### src/rtl/btb_pkg.sv
// Shared types and widths for the BTB update controller slice.
// Widths here match the default geometry; the top re-derives them from its parameters.
package btb_pkg;

   localparam int B_SETS = 3;
   localparam int WAYS   = 4;
   localparam int IDX_W  = B_SETS;
   localparam int TAG_W  = 30 - B_SETS;

   typedef struct packed {
      logic [31:0] pc;
      logic [31:0] target;
      logic        taken;
   } btb_update_t;

   typedef enum logic [1:0] {
      INIT,
      IDLE,
      PROBE,
      RESOLVE
   } btb_state_e;

endpackage

### src/rtl/btb_update_ctrl_if.sv
// Resolved-branch update channel from execute into the BTB update controller.
interface btb_update_ctrl_if;

   logic        upd_valid;
   logic        upd_ready;
   logic [31:0] upd_pc;
   logic [31:0] upd_target;
   logic        upd_taken;

   modport master (output upd_valid, output upd_pc, output upd_target, output upd_taken,
                   input upd_ready);
   modport slave  (input upd_valid, input upd_pc, input upd_target, input upd_taken,
                   output upd_ready);

endinterface

### src/rtl/btb_upd_fifo.sv
// Small power-of-two FIFO buffering resolved-branch updates ahead of the probe/write pipeline.
module btb_upd_fifo
   import btb_pkg::*;
#(
   parameter int depth = 2
) (
   input  logic        clk,
   input  logic        rst,
   input  logic        clear,
   input  logic        push,
   input  logic        pop,
   input  btb_update_t din,
   output btb_update_t dout,
   output logic        full,
   output logic        empty
);

   localparam int PW = (depth > 1) ? $clog2(depth) : 1;

   btb_update_t       mem [depth];
   logic [PW-1:0]     wr_ptr;
   logic [PW-1:0]     rd_ptr;
   logic [PW:0]       count;
   logic              do_push;
   logic              do_pop;

   assign do_push = push && !full;
   assign do_pop  = pop && !empty;
   assign full    = (count == (PW+1)'(depth));
   assign empty   = (count == '0);
   assign dout    = mem[rd_ptr];

   // Payload storage carries no reset; only the pointers define what is valid.
   always_ff @(posedge clk) begin
      if (do_push && !clear) begin
         mem[wr_ptr] <= din;
      end
   end

   always_ff @(posedge clk or posedge rst) begin
      if (rst) begin
         wr_ptr <= '0;
         rd_ptr <= '0;
         count  <= '0;
      end else if (clear) begin
         wr_ptr <= '0;
         rd_ptr <= '0;
         count  <= '0;
      end else begin
         if (do_push) begin
            wr_ptr <= wr_ptr + 1'b1;
         end
         if (do_pop) begin
            rd_ptr <= rd_ptr + 1'b1;
         end
         case ({do_push, do_pop})
            2'b10:   count <= count + 1'b1;
            2'b01:   count <= count - 1'b1;
            default: count <= count;
         endcase
      end
   end

endmodule

### src/rtl/btb_update_ctrl.sv
// Sequences BTB tag/target/valid writes and pLRU updates for resolved branches,
// and sweeps the whole array invalid after reset or flush.
module btb_update_ctrl
   import btb_pkg::*;
#(
   parameter int b_sets     = B_SETS,
   parameter int way        = WAYS,
   parameter int fifo_depth = 2
) (
   input  logic                 clk,
   input  logic                 rst,
   input  logic                 flush,
   btb_update_ctrl_if.slave     upd,
   output logic                 probe_req,
   output logic [b_sets-1:0]    probe_index,
   output logic [29-b_sets:0]   probe_tag,
   input  logic                 probe_hit,
   input  logic [1:0]           probe_way,
   input  logic [1:0]           plru_victim,
   output logic                 plru_load,
   output logic [b_sets-1:0]    plru_w_index,
   output logic [1:0]           plru_w_mru,
   output logic                 btb_we,
   output logic [b_sets-1:0]    btb_index,
   output logic [1:0]           btb_way,
   output logic [29-b_sets:0]   btb_tag,
   output logic [31:0]          btb_target,
   output logic                 btb_valid_bit,
   output logic                 init_busy
);

   localparam int CNT_W = b_sets + 2;
   localparam logic [CNT_W-1:0] LAST = CNT_W'((2**b_sets) * way - 1);

   btb_state_e        state_q;
   btb_state_e        state_d;
   logic [CNT_W-1:0]  cnt_q;
   btb_update_t       entry_q;
   btb_update_t       upd_in;
   btb_update_t       head;
   logic              full;
   logic              empty;
   logic              push;
   logic              pop;
   logic [1:0]        way_sel;
   logic              unused_pc_bits;

   assign upd_in        = '{pc: upd.upd_pc, target: upd.upd_target, taken: upd.upd_taken};
   assign upd.upd_ready = !full && !flush && !rst;
   assign push          = upd.upd_valid && upd.upd_ready;
   assign pop           = !flush && !empty && (state_q == IDLE || state_q == RESOLVE);
   assign init_busy     = (state_q == INIT);
   assign unused_pc_bits = ^entry_q.pc[1:0];

   btb_upd_fifo #(.depth(fifo_depth)) u_fifo (
      .clk   (clk),
      .rst   (rst),
      .clear (flush),
      .push  (push),
      .pop   (pop),
      .din   (upd_in),
      .dout  (head),
      .full  (full),
      .empty (empty)
   );

   // State, sweep counter and the entry currently being probed/written.
   always_ff @(posedge clk or posedge rst) begin
      if (rst) begin
         state_q <= INIT;
         cnt_q   <= '0;
         entry_q <= '0;
      end else begin
         state_q <= state_d;
         cnt_q   <= (state_q == INIT && !flush) ? cnt_q + 1'b1 : '0;
         if (flush) begin
            entry_q <= '0;
         end else if (pop) begin
            entry_q <= head;
         end
      end
   end

   always_comb begin
      state_d = state_q;
      case (state_q)
         INIT:    if (cnt_q == LAST) state_d = IDLE;
         IDLE:    if (!empty) state_d = PROBE;
         PROBE:   state_d = RESOLVE;
         RESOLVE: state_d = empty ? IDLE : PROBE;
         default: state_d = INIT;
      endcase
      if (flush) begin
         state_d = INIT;
      end
   end

   // The pLRU victim is only consulted on a taken miss, the same cycle plru_load fires.
   always_comb begin
      probe_req     = 1'b0;
      probe_index   = '0;
      probe_tag     = '0;
      plru_load     = 1'b0;
      plru_w_index  = '0;
      plru_w_mru    = '0;
      btb_we        = 1'b0;
      btb_index     = '0;
      btb_way       = '0;
      btb_tag       = '0;
      btb_target    = '0;
      btb_valid_bit = 1'b0;
      way_sel       = '0;
      if (!rst) begin
         case (state_q)
            INIT: begin
               btb_we    = 1'b1;
               btb_index = cnt_q[CNT_W-1:2];
               btb_way   = cnt_q[1:0];
            end
            PROBE: begin
               probe_req   = 1'b1;
               probe_index = entry_q.pc[b_sets+1:2];
               probe_tag   = entry_q.pc[31:b_sets+2];
            end
            RESOLVE: begin
               if (!flush) begin
                  if (entry_q.taken) begin
                     way_sel       = probe_hit ? probe_way : plru_victim;
                     btb_we        = 1'b1;
                     btb_valid_bit = 1'b1;
                     btb_index     = entry_q.pc[b_sets+1:2];
                     btb_way       = way_sel;
                     btb_tag       = entry_q.pc[31:b_sets+2];
                     btb_target    = entry_q.target;
                     plru_load     = 1'b1;
                     plru_w_index  = entry_q.pc[b_sets+1:2];
                     plru_w_mru    = way_sel;
                  end else if (probe_hit) begin
                     btb_we    = 1'b1;
                     btb_index = entry_q.pc[b_sets+1:2];
                     btb_way   = probe_way;
                  end
               end
            end
            default: ;
         endcase
      end
   end

endmodule
### src/flat_wrapper.sv
// flat-port wrapper written by rule: the top's interface ports become plain ports
module btb_update_ctrl_flat import btb_pkg::*;
#(
   parameter int b_sets     = B_SETS,
   parameter int way        = WAYS,
   parameter int fifo_depth = 2
)
  (clk, rst, flush, probe_req, probe_index, probe_tag, probe_hit, probe_way, plru_victim, plru_load, plru_w_index, plru_w_mru, btb_we, btb_index, btb_way, btb_tag, btb_target, btb_valid_bit, init_busy, upd_upd_valid, upd_upd_pc, upd_upd_target, upd_upd_taken, upd_upd_ready);
  btb_update_ctrl_if upd_i ();
  input  logic clk;
  input  logic rst;
  input  logic flush;
  output logic probe_req;
  output logic [b_sets-1:0] probe_index;
  output logic [29-b_sets:0] probe_tag;
  input  logic probe_hit;
  input  logic [1:0] probe_way;
  input  logic [1:0] plru_victim;
  output logic plru_load;
  output logic [b_sets-1:0] plru_w_index;
  output logic [1:0] plru_w_mru;
  output logic btb_we;
  output logic [b_sets-1:0] btb_index;
  output logic [1:0] btb_way;
  output logic [29-b_sets:0] btb_tag;
  output logic [31:0] btb_target;
  output logic btb_valid_bit;
  output logic init_busy;
  input wire logic [$bits(upd_i.upd_valid)-1:0] upd_upd_valid;
  input wire logic [$bits(upd_i.upd_pc)-1:0] upd_upd_pc;
  input wire logic [$bits(upd_i.upd_target)-1:0] upd_upd_target;
  input wire logic [$bits(upd_i.upd_taken)-1:0] upd_upd_taken;
  output wire logic [$bits(upd_i.upd_ready)-1:0] upd_upd_ready;
  assign upd_i.upd_valid = upd_upd_valid;
  assign upd_i.upd_pc = upd_upd_pc;
  assign upd_i.upd_target = upd_upd_target;
  assign upd_i.upd_taken = upd_upd_taken;
  assign upd_upd_ready = upd_i.upd_ready;
  btb_update_ctrl #(.b_sets(b_sets), .way(way), .fifo_depth(fifo_depth)) u_core (.clk(clk), .rst(rst), .flush(flush), .upd(upd_i), .probe_req(probe_req), .probe_index(probe_index), .probe_tag(probe_tag), .probe_hit(probe_hit), .probe_way(probe_way), .plru_victim(plru_victim), .plru_load(plru_load), .plru_w_index(plru_w_index), .plru_w_mru(plru_w_mru), .btb_we(btb_we), .btb_index(btb_index), .btb_way(btb_way), .btb_tag(btb_tag), .btb_target(btb_target), .btb_valid_bit(btb_valid_bit), .init_busy(init_busy));
endmodule
### config.mk
export PLATFORM = sky130hd
export DESIGN_NAME = btb_update_ctrl_flat
export DESIGN_NICKNAME = d
export VERILOG_FILES = /design/src/rtl/btb_pkg.sv /design/src/rtl/btb_update_ctrl_if.sv /design/src/rtl/btb_upd_fifo.sv /design/src/rtl/btb_update_ctrl.sv /design/src/flat_wrapper.sv
export SDC_FILE = /design/constraint.sdc
export NUM_CORES = 1
export LEC_CHECK = 0
export BUFFER_PORTS_ARGS = -buffer_cell sky130_fd_sc_hd__clkbuf_2
export CAP_MARGIN = 20
export CORE_MARGIN = 2
export CORE_UTILIZATION = 39
export DETAILED_ROUTE_END_ITERATION = 8
export PLACE_DENSITY = 0.65
export SETUP_SLACK_MARGIN = 0.15
export SKIP_CTS_REPAIR_TIMING = 1
export SLEW_MARGIN = 20
export SYNTH_ARGS = -nofsm -noshare
export SYNTH_HDL_FRONTEND = slang
export SYNTH_HIERARCHICAL = 1
export SYNTH_SLANG_ARGS = --single-unit
### constraint.sdc
create_clock -name clk -period 13.5 [get_ports clk]
set_clock_uncertainty 0.2 [all_clocks]
set_input_delay 2.7 -clock clk [delete_from_list [all_inputs] [get_ports clk]]
set_output_delay 2.7 -clock clk [all_outputs]
set_load 0.05 [all_outputs]
Yosys cells after proc, flatten, opt, wreduce, memory -nomap -nowiden:

Memory sizes are Yosys's and may differ from the RTL's.
Cells that the tools add are included.

* bitwise logic cells: 0
* magnitude comparators: 0
* muxes and demuxes: 58
* $mul: 0
* equal/unequal tests: 9
* divide/modulo/power cells: 0
* shifts and indexed selects: 0
* reduce and logical (&&, ||, !) cells: 21
* $add $sub $neg: 5

Operators by type and width (number)
* 27-bit 2-to-1 mux: 6
* 65-bit 2-to-1 mux: 2
* 32-bit 2-to-1 mux: 4
* 3-bit 2-to-1 mux: 10
* 2-bit 2-to-1 mux: 14
* 1-bit 2-to-1 mux: 16
* 1-bit logical AND: 9
* 2-bit equality test (second input constant): 4
* 2-bit case mux with 2 select lines: 2
* 2-bit case mux with 4 select lines: 1
* 3-bit case mux with 2 select lines: 1
* 2-bit nonzero test: 3
* 5-bit by 1-bit adder with 5-bit output (second input constant): 1
* 5-bit equality test (second input constant): 1
* 5-bit 2-to-1 mux: 1
* 2-bit by 1-bit equality test with 1-bit output (second input constant): 2
* 1-bit logical NOT: 4
* 2-bit logical NOT: 2
* 3-bit by 2-bit != test with 1-bit output (second input constant): 1
* 3-bit != test (second input constant): 1
* 3-bit nonzero test: 1
* 1-bit adder (second input constant): 2
* 2-bit by 1-bit adder with 2-bit output (second input constant): 1
* 1-bit case mux with 2 select lines: 1
* other kinds (3): 3

* output and inout bits: 105
* bits of input ports: 74
* ROM bits: 0
* memories: 1
* logic and storage cells: 102
* bits in writable memories: 130
* latch bits: 0
* register bits: 76

Memory list
* u_core.u_fifo.mem: depth 2, width 65, rd ports 1, clocked after memory_dff 0, write ports 1, line btb_upd_fifo.sv:20 `btb_update_t mem [depth];`

Longest topological paths before layout:

Gate-level depths: netlist of run 1.

* word-level depth: 9
* mapped depth: 8
* depth with buffers taken out: 7

Hierarchy:

Netlist of run 1, hierarchy kept.

By module, submodules not included
* btb_upd_fifo: cells each 229, sequential area each 4003.8 um2, area an instance 4917.2 um2, instances 1
* btb_update_ctrl: cells each 374, sequential area each 1751.7 um2, area an instance 3995.1 um2, instances 1

Least setup slack after synthesis of run 1:

Ideal clock, no wire load.

* path type: input to register
* from: in flush
* to: mem u_core/u_fifo/mem[1][0] (netlist bit) (enable)
* required time: 12.717 ns
* stages: 5
* path buffers: 1
* data arrival time: 9.170 ns
* path slack: 3.548 ns
* setup time: 0.583 ns
* path through: buf_2 nor3_1 and2_1 nand2_1 nor3b_1

* word-level cells in the longest chain between the ends: 8

Ends and longest elaborated chain
* start, declared: line flat_wrapper.sv:12 `input logic flush;`
* 1-bit logical NOT: line btb_update_ctrl.sv:49 `assign upd.upd_ready = !full && !flush && !rst;`
* 1-bit logical AND (2 in series): line btb_update_ctrl.sv:49
* via upd_upd_ready: line flat_wrapper.sv:33 `output wire logic [$bits(upd_i.upd_ready)-1:0] upd_upd_ready;`
* 1-bit logical AND: line btb_update_ctrl.sv:50 `assign push = upd.upd_valid && upd.upd_ready;`
* via u_core.push: line btb_update_ctrl.sv:43 `logic push;`
* 1-bit logical AND: line btb_upd_fifo.sv:27 `assign do_push = push && !full;`
* 1-bit logical AND: line btb_upd_fifo.sv:35 `if (do_push && !clear) begin`
* 1-bit 2-to-1 mux: line btb_upd_fifo.sv:35
* 1-bit 2-to-1 mux (not written as such): line btb_upd_fifo.sv:36 `mem[wr_ptr] <= din;`
* end, declared: line btb_upd_fifo.sv:20

The timed path passes the listed nets, and every way through them passes these cells.

Worst setup path in the final report of run 1:

* from: in flush
* to: out btb_target[20]

* word-level cells in the longest chain between the ends: 3

Ends and longest elaborated chain
* 32-bit 2-to-1 mux: line btb_update_ctrl.sv:126 `if (!flush) begin`
* 32-bit 2-to-1 mux: line btb_update_ctrl.sv:114 `case (state_q)`
* 32-bit 2-to-1 mux: line btb_update_ctrl.sv:113 `if (!rst) begin`
* end, declared: line flat_wrapper.sv:26 `output logic [31:0] btb_target;`

Every way passes these cells.

==> flow_metrics.tcl, run 1 <==
set metrics [dict create \
    synthesis_to_layout_area_growth_pct 19.42 \
    timing_worst_setup_path_type "in -> out" \
    crit_arrival_ns 4.79 \
    power_density_nw_per_um2 115.6 \
    endpoint_kind "primary output" \
    clock_power_share_pct 40.3 \
    drtAntennaViolNets 0 \
    nFillCells 1977 \
    clockBufferDepth 2 \
    clkTransAtPathRegs_ns 0.07 \
    placer_s_final_routability_congestion_estimate 0.7065 \
    die_area_um2 23700 \
    chipWidth_um 154.0 \
    crit_path_start_kind "input port" \
    power_switching_uw 285.7 \
    finalHoldViolations 0 \
    layout_cells_sized_above_1_pct 45.71 \
    synth.avg_cell_area_um2 14.69 \
    synth_fp_nets 677 \
    grt_antenna_before_repair 1 \
    core_um2 21960 \
    post_synth_inst_count 597 \
    port-buffer-count 176 \
    grt_pass1_vias 5229 \
    detail_route.first_pass.iterations 4 \
    total_via_count_after_detailed_routing 5138 \
    num_rows 54 \
    cts_root_buf "sky130_fd_sc_hd__clkbuf_16" \
    grt_overflow_total 0 \
    worst-endpoint-required_ns 10.60 \
    tritoncts "yes" \
    cts_max_level 4 \
    source_to_sink_clock_delay_at_the_later_pin_of_the_worst_skew_pair_ns 0.42 \
    avgViaCountPerCell 4.843 \
    power_switching_share_pct 23.59 \
    grt_first_pass_wirelength_um 28730 \
    ios 179 \
    design.final.nets 848 \
    timing_max_transition_violations_final 0 \
    worst_pin_slew_ns 0.9941 \
    cell_internal_pwr_uw 925.3 \
    num_antenna_cells 0 \
    share_comb_of_total_power_pct 4.8 \
    drc 0 \
    die_height_um 154.0 \
    setup.worst_path.start "flush" \
    global_route.usage.total_pct 15.82 \
    cts_buffers 17 \
    hp-start "u_core/cnt_q[0]$_DFF_PP0_" \
    vdd_ir_drop_max_v 0.0001048 \
    achievable-frequency_ghz 0.1301 \
    post_layout_total_power_uw 1211 \
    hold_slack_ns 0.3160 \
    result_of_the_run "finished clean" \
    timing.rr.start "u_core/state_q[1]$_DFFE_PP0P_" \
    yosys_warnings 6 \
    number_of_sinks_handled_by_clock_tree_synthesis 200 \
    timing.final.crit_share_pct 56.93 \
    period_needed_ns 7.685 \
    timing.max_slew.rel_slack_pct 33.73 \
    place.detailed.hpwl_um 10980 \
    p_leak_uw 0.004520 \
    p_seq_share_pct 54.9 \
    crit_fanout 44 \
    initial_core_util_pct 39.94 \
    maximum_number_of_pins_on_one_net_before_global_route_repair 65 \
    layout.cells.most_common_list "sky130_fd_sc_hd__clkbuf_2 (175), sky130_fd_sc_hd__mux2_2 (128), sky130_fd_sc_hd__edfxtp_1 (126)" \
    worst_hold_path_type "reg -> reg" \
    rsz0062_at_grt "no" \
    initialDrtViolationCount 153 \
    number_of_failing_setup_endpoints_in_the_final_timing_report 0 \
    routed_wirelength_um 18290 \
    most_common_library_cell_in_the_layout_ignoring_fill_and_taps "sky130_fd_sc_hd__clkbuf_2" \
    timing.max_cap.violations 0 \
    fin_setup_tns_ns 0 \
    post_drt_wl_per_cell_um 17.24 \
    synthesis.area_um2 8770 \
]
## final cells by class
| type | count | area (um2) | area share [%] |
|---|---|---|---|
| Multi-Input combinational cell | 354 | 2909 | 27.78 |
| Clock inverter | 15 | 137.6 | 1.314 |
| Timing Repair Buffer | 186 | 975.9 | 9.319 |
| Clock buffer | 17 | 425.4 | 4.062 |
| Sequential cell | 200 | 5639 | 53.85 |
| Tap cell | 280 | 350.3 | 3.345 |
| Inverter | 9 | 35.03 | 0.3345 |
## state kept, by name, summed over array words and instances (netlist names)
| name | flops |
|---|---|
| u_core/cnt_q | 5 |
| u_core/u_fifo/wr_ptr | 1 |
| u_core/u_fifo/mem | 126 |
| u_core/state_q | 2 |
| u_core/u_fifo/rd_ptr | 1 |
| u_core/u_fifo/count | 2 |
| u_core/entry_q | 63 |
## metrics by stage
step | setup WS [ns] | instance area (um2) | utilization (%) | cells
6_report | 5.815 | 10470 | 47.69 | 1061
5_1_grt | 5.571 | 10470 | 47.69 | 1061
3_3_place_gp | 5.716 | 9882 | 45.00 | 1028
2_1_floorplan | 3.698 | 8770 | - | 597
3_5_place_dp | 5.729 | 9882 | 45.00 | 1028
4_1_cts | 5.728 | 10450 | 47.57 | 1060
## layer usage
| metal | up-vias | GRT usage [%] | routed length, um |
|---|---|---|---|
| li1 | 2439 | - | - |
| met1 | 2554 | 20.40 | 8298 |
| met2 | 126 | 26.27 | 8762 |
| met3 | 17 | 4.679 | 1058 |
| met4 | 2 | 4.005 | 161 |
| met5 | - | 0 | 12 |
## path summary, 6_finish.rpt
kind | end | slack (ns) | depth (start not counted)
worst max register to register | u_core/u_fifo/count[0]$_DFFE_PP0P_ | 10.69 | 8
min in group asynchronous | u_core/u_fifo/count[1]$_DFFE_PP0P_ | 2.07 | 2
worst max-delay path | btb_target[20] | 5.81 | 5
worst min-delay path | u_core/cnt_q[0]$_DFF_PP0_ | 0.32 | 1
max in group asynchronous | u_core/entry_q[53]$_DFFE_PP0P_ | 9.88 | 3
worst min register to register | u_core/cnt_q[0]$_DFF_PP0_ | 0.32 | 1
## power groups by stage
stage                     logic, uW  registers, uW  clock network, uW
after floorplan                35.0            678                  0
after global placement         57.7            678                  0
after detailed placement       58.5            679                  0
after CTS                      58.8            665                502
after global routing           63.6            666                528
final                          57.7            665                488
## worst max-delay path, cell delays in order
cell,delay (ns)
sky130_fd_sc_hd__buf_2,0.29
sky130_fd_sc_hd__nor3_4,0.73
sky130_fd_sc_hd__buf_4,0.52
sky130_fd_sc_hd__and2_1,0.22
sky130_fd_sc_hd__clkbuf_2,0.28
Power figures use the tool's default switching activity.
==> run 2, diff against run 1 <==
--- a/config.mk
+++ b/config.mk
@@ -5,12 +5,13 @@
 export SDC_FILE = /design/constraint.sdc
 export NUM_CORES = 1
 export LEC_CHECK = 0
+export ABC_AREA = 1
 export BUFFER_PORTS_ARGS = -buffer_cell sky130_fd_sc_hd__clkbuf_2
 export CAP_MARGIN = 20
 export CORE_MARGIN = 2
 export CORE_UTILIZATION = 39
 export DETAILED_ROUTE_END_ITERATION = 8
-export PLACE_DENSITY = 0.65
+export PLACE_DENSITY = 0.67
 export SETUP_SLACK_MARGIN = 0.15
 export SKIP_CTS_REPAIR_TIMING = 1
 export SLEW_MARGIN = 20
==> constraint.sdc (replaced) <==
create_clock -name clk -period 6.9 [get_ports clk]
set_clock_uncertainty 0.2 [all_clocks]
set_input_delay 1.38 -clock clk [delete_from_list [all_inputs] [get_ports clk]]
set_output_delay 1.38 -clock clk [all_outputs]
set_load 0.05 [all_outputs]
==> run 2 against run 1 <==
Global-route usage rose by 0.77 points. Non-clock buffer count fell by 2. Via count rose by 12%. Critical path depth rose by 3. Register-to-register slack got worse by 7.1 ns. Design area fell by 2.5%. Worst hold slack got worse by 0.016 ns. Combinational power rose by 53%.
==> flow_metrics.tcl, run 2 <==
set metrics [dict create \
    initialDrtViolationCount 415 \
    core_um2 21690 \
    final-seq-area_um2 5639 \
    setup.worst_path.start "flush" \
    cts_buffers 17 \
    timing_worst_setup_path_type "in -> out" \
    wl_met3_um 779 \
    cts_root_buf "sky130_fd_sc_hd__clkbuf_16" \
    detail_route.first_pass.iterations 4 \
    timing.max_cap.violations 0 \
    drc 0 \
    die_height_um 152.1 \
    post_synth_inst_count 766 \
    timing.reg2reg.setup_slack_ns 3.58 \
    port-buffer-count 176 \
    fin_setup_tns_ns 0 \
    cts_max_level 4 \
    worst_pin_slew_ns 0.9835 \
    crit_fanout 67 \
    synthesis_to_layout_area_growth_pct 19.31 \
    dp_worst_setup_slack_ns 2.163 \
    num_rows 54 \
    routed_wirelength_um 18580 \
    worst-endpoint-required_ns 5.32 \
    layout.cells.most_common_list "sky130_fd_sc_hd__clkbuf_2 (176), sky130_fd_sc_hd__nand2_1 (158), sky130_fd_sc_hd__edfxtp_1 (126)" \
    source_to_sink_clock_delay_at_the_later_pin_of_the_worst_skew_pair_ns 0.43 \
    rsz0062_at_grt "no" \
    finalHoldViolations 0 \
    synth_fp_nets 846 \
    grt_first_pass_wirelength_um 30410 \
    top_signal_layer_used "met4" \
    design.final.nets 1009 \
    largest_register "u_core/u_fifo/mem" \
    ios 179 \
    routed-wl-met2_um 9310 \
    hold_slack_ns 0.3004 \
    drtAntennaViolNets 0 \
    initial_core_util_pct 39.44 \
    worst_hold_path_type "reg -> reg" \
    most_common_library_cell_in_the_layout_ignoring_fill_and_taps "sky130_fd_sc_hd__clkbuf_2" \
    hp-start "u_core/entry_q[44]$_DFFE_PP0P_" \
    number_of_failing_setup_endpoints_in_the_final_timing_report 0 \
    grt_overflow_total 0 \
    timing.rr.start "u_core/state_q[1]$_DFFE_PP0P_" \
    post_drt_wl_per_cell_um 15.18 \
    multi_input_comb_area_um2 2366 \
    clockBufferDepth 2 \
    synthesis.area_um2 8554 \
    largest_register_ff_count 126 \
    result_of_the_run "finished clean" \
    maximum_number_of_pins_on_one_net_before_global_route_repair 71 \
    global_route.usage.total_pct 16.59 \
    achievable-frequency_ghz 0.2113 \
    power_density_nw_per_um2 230.5 \
    tritoncts "yes" \
    timing.max_slew.rel_slack_pct 34.43 \
    avgViaCountPerCell 4.698 \
    clkTransAtPathRegs_ns 0.07 \
    die_area_um2 23130 \
    place.detailed.hpwl_um 11060 \
    period_needed_ns 4.734 \
    post_route_met1_wirelength_um 8221 \
    layout_cells_sized_above_1_pct 31.21 \
    crit_path_start_kind "input port" \
    timing.final.crit_share_pct 68.60 \
    reg.largest.list "u_core/u_fifo/mem: 126 flops, u_core/entry_q: 63 flops, u_core/cnt_q: 5 flops" \
    grt_antenna_before_repair 2 \
    crit_arrival_ns 3.15 \
    final.setup.worst_slack_ns 2.166 \
    vdd_ir_drop_max_v 0.0001543 \
    p_leak_uw 0.004388 \
    chipWidth_um 152.1 \
    timing_max_transition_violations_final 0 \
    number_of_sinks_handled_by_clock_tree_synthesis 200 \
    yosys_warnings 6 \
    nFillCells 2009 \
    total_via_count_after_detailed_routing 5750 \
    synth.avg_cell_area_um2 11.17 \
    endpoint_kind "primary output" \
    grt_pass1_vias 5795 \
    placer_s_final_routability_congestion_estimate 0.7402 \
]
[run 2: report_power, final]
part / switching, uW / internal [uW]
registers: 6.18 / 1290
clock network: 461 / 508
logic: 57.5 / 30.7
total: 524 / 1830
[run 2: path summary, 6_finish.rpt]
| path | end | depth (start not counted) |
|---|---|---|
| max | btb_index[0] | 8 |
| min | u_core/entry_q[44]$_DFFE_PP0P_ | 2 |
| max reg2reg | u_core/u_fifo/count[0]$_DFFE_PP0P_ | 15 |
| min reg2reg | u_core/entry_q[44]$_DFFE_PP0P_ | 2 |
| max in group asynchronous | u_core/entry_q[2]$_DFFE_PP0P_ | 4 |
| min in group asynchronous | u_core/u_fifo/count[1]$_DFFE_PP0P_ | 2 |
[run 2: metal layers]
metal / global-route usage [%] / up-vias
met1: 21.19 / 2805
met3: 3.622 / 18
li1: - / 2810
met4: 5.340 / 0
met2: 28.25 / 117
met5: 0 / -
[run 2: per-stage QoR]
stage,std cells,util [%],cell area [um2],power (uW)
2_1_floorplan,766,-,8554,1370
5_1_grt,1222,47.03,10200,2438
4_1_cts,1221,46.93,10180,2377
3_5_place_dp,1189,44.31,9610,1410
6_report,1224,47.06,10210,2353
3_3_place_gp,1189,44.31,9610,1407
[run 2: critical path, stage by stage]
cell,delay [ns]
sky130_fd_sc_hd__clkbuf_2,0.12
sky130_fd_sc_hd__inv_2,0.06
sky130_fd_sc_hd__buf_4,0.64
sky130_fd_sc_hd__nand2_1,0.10
sky130_fd_sc_hd__nor2_1,0.31
sky130_fd_sc_hd__nand2_1,0.09
sky130_fd_sc_hd__a21oi_1,0.14
sky130_fd_sc_hd__clkbuf_2,0.29
[run 2: area by class of cell]
class,instances,area share [%]
Tap cell,280,3.433
Clock buffer,17,4.168
Clock inverter,15,1.398
Inverter,86,3.175
Sequential cell,200,55.25
Timing Repair Buffer,184,9.342
Antenna cell,2,0.04904
Multi-Input combinational cell,440,23.18
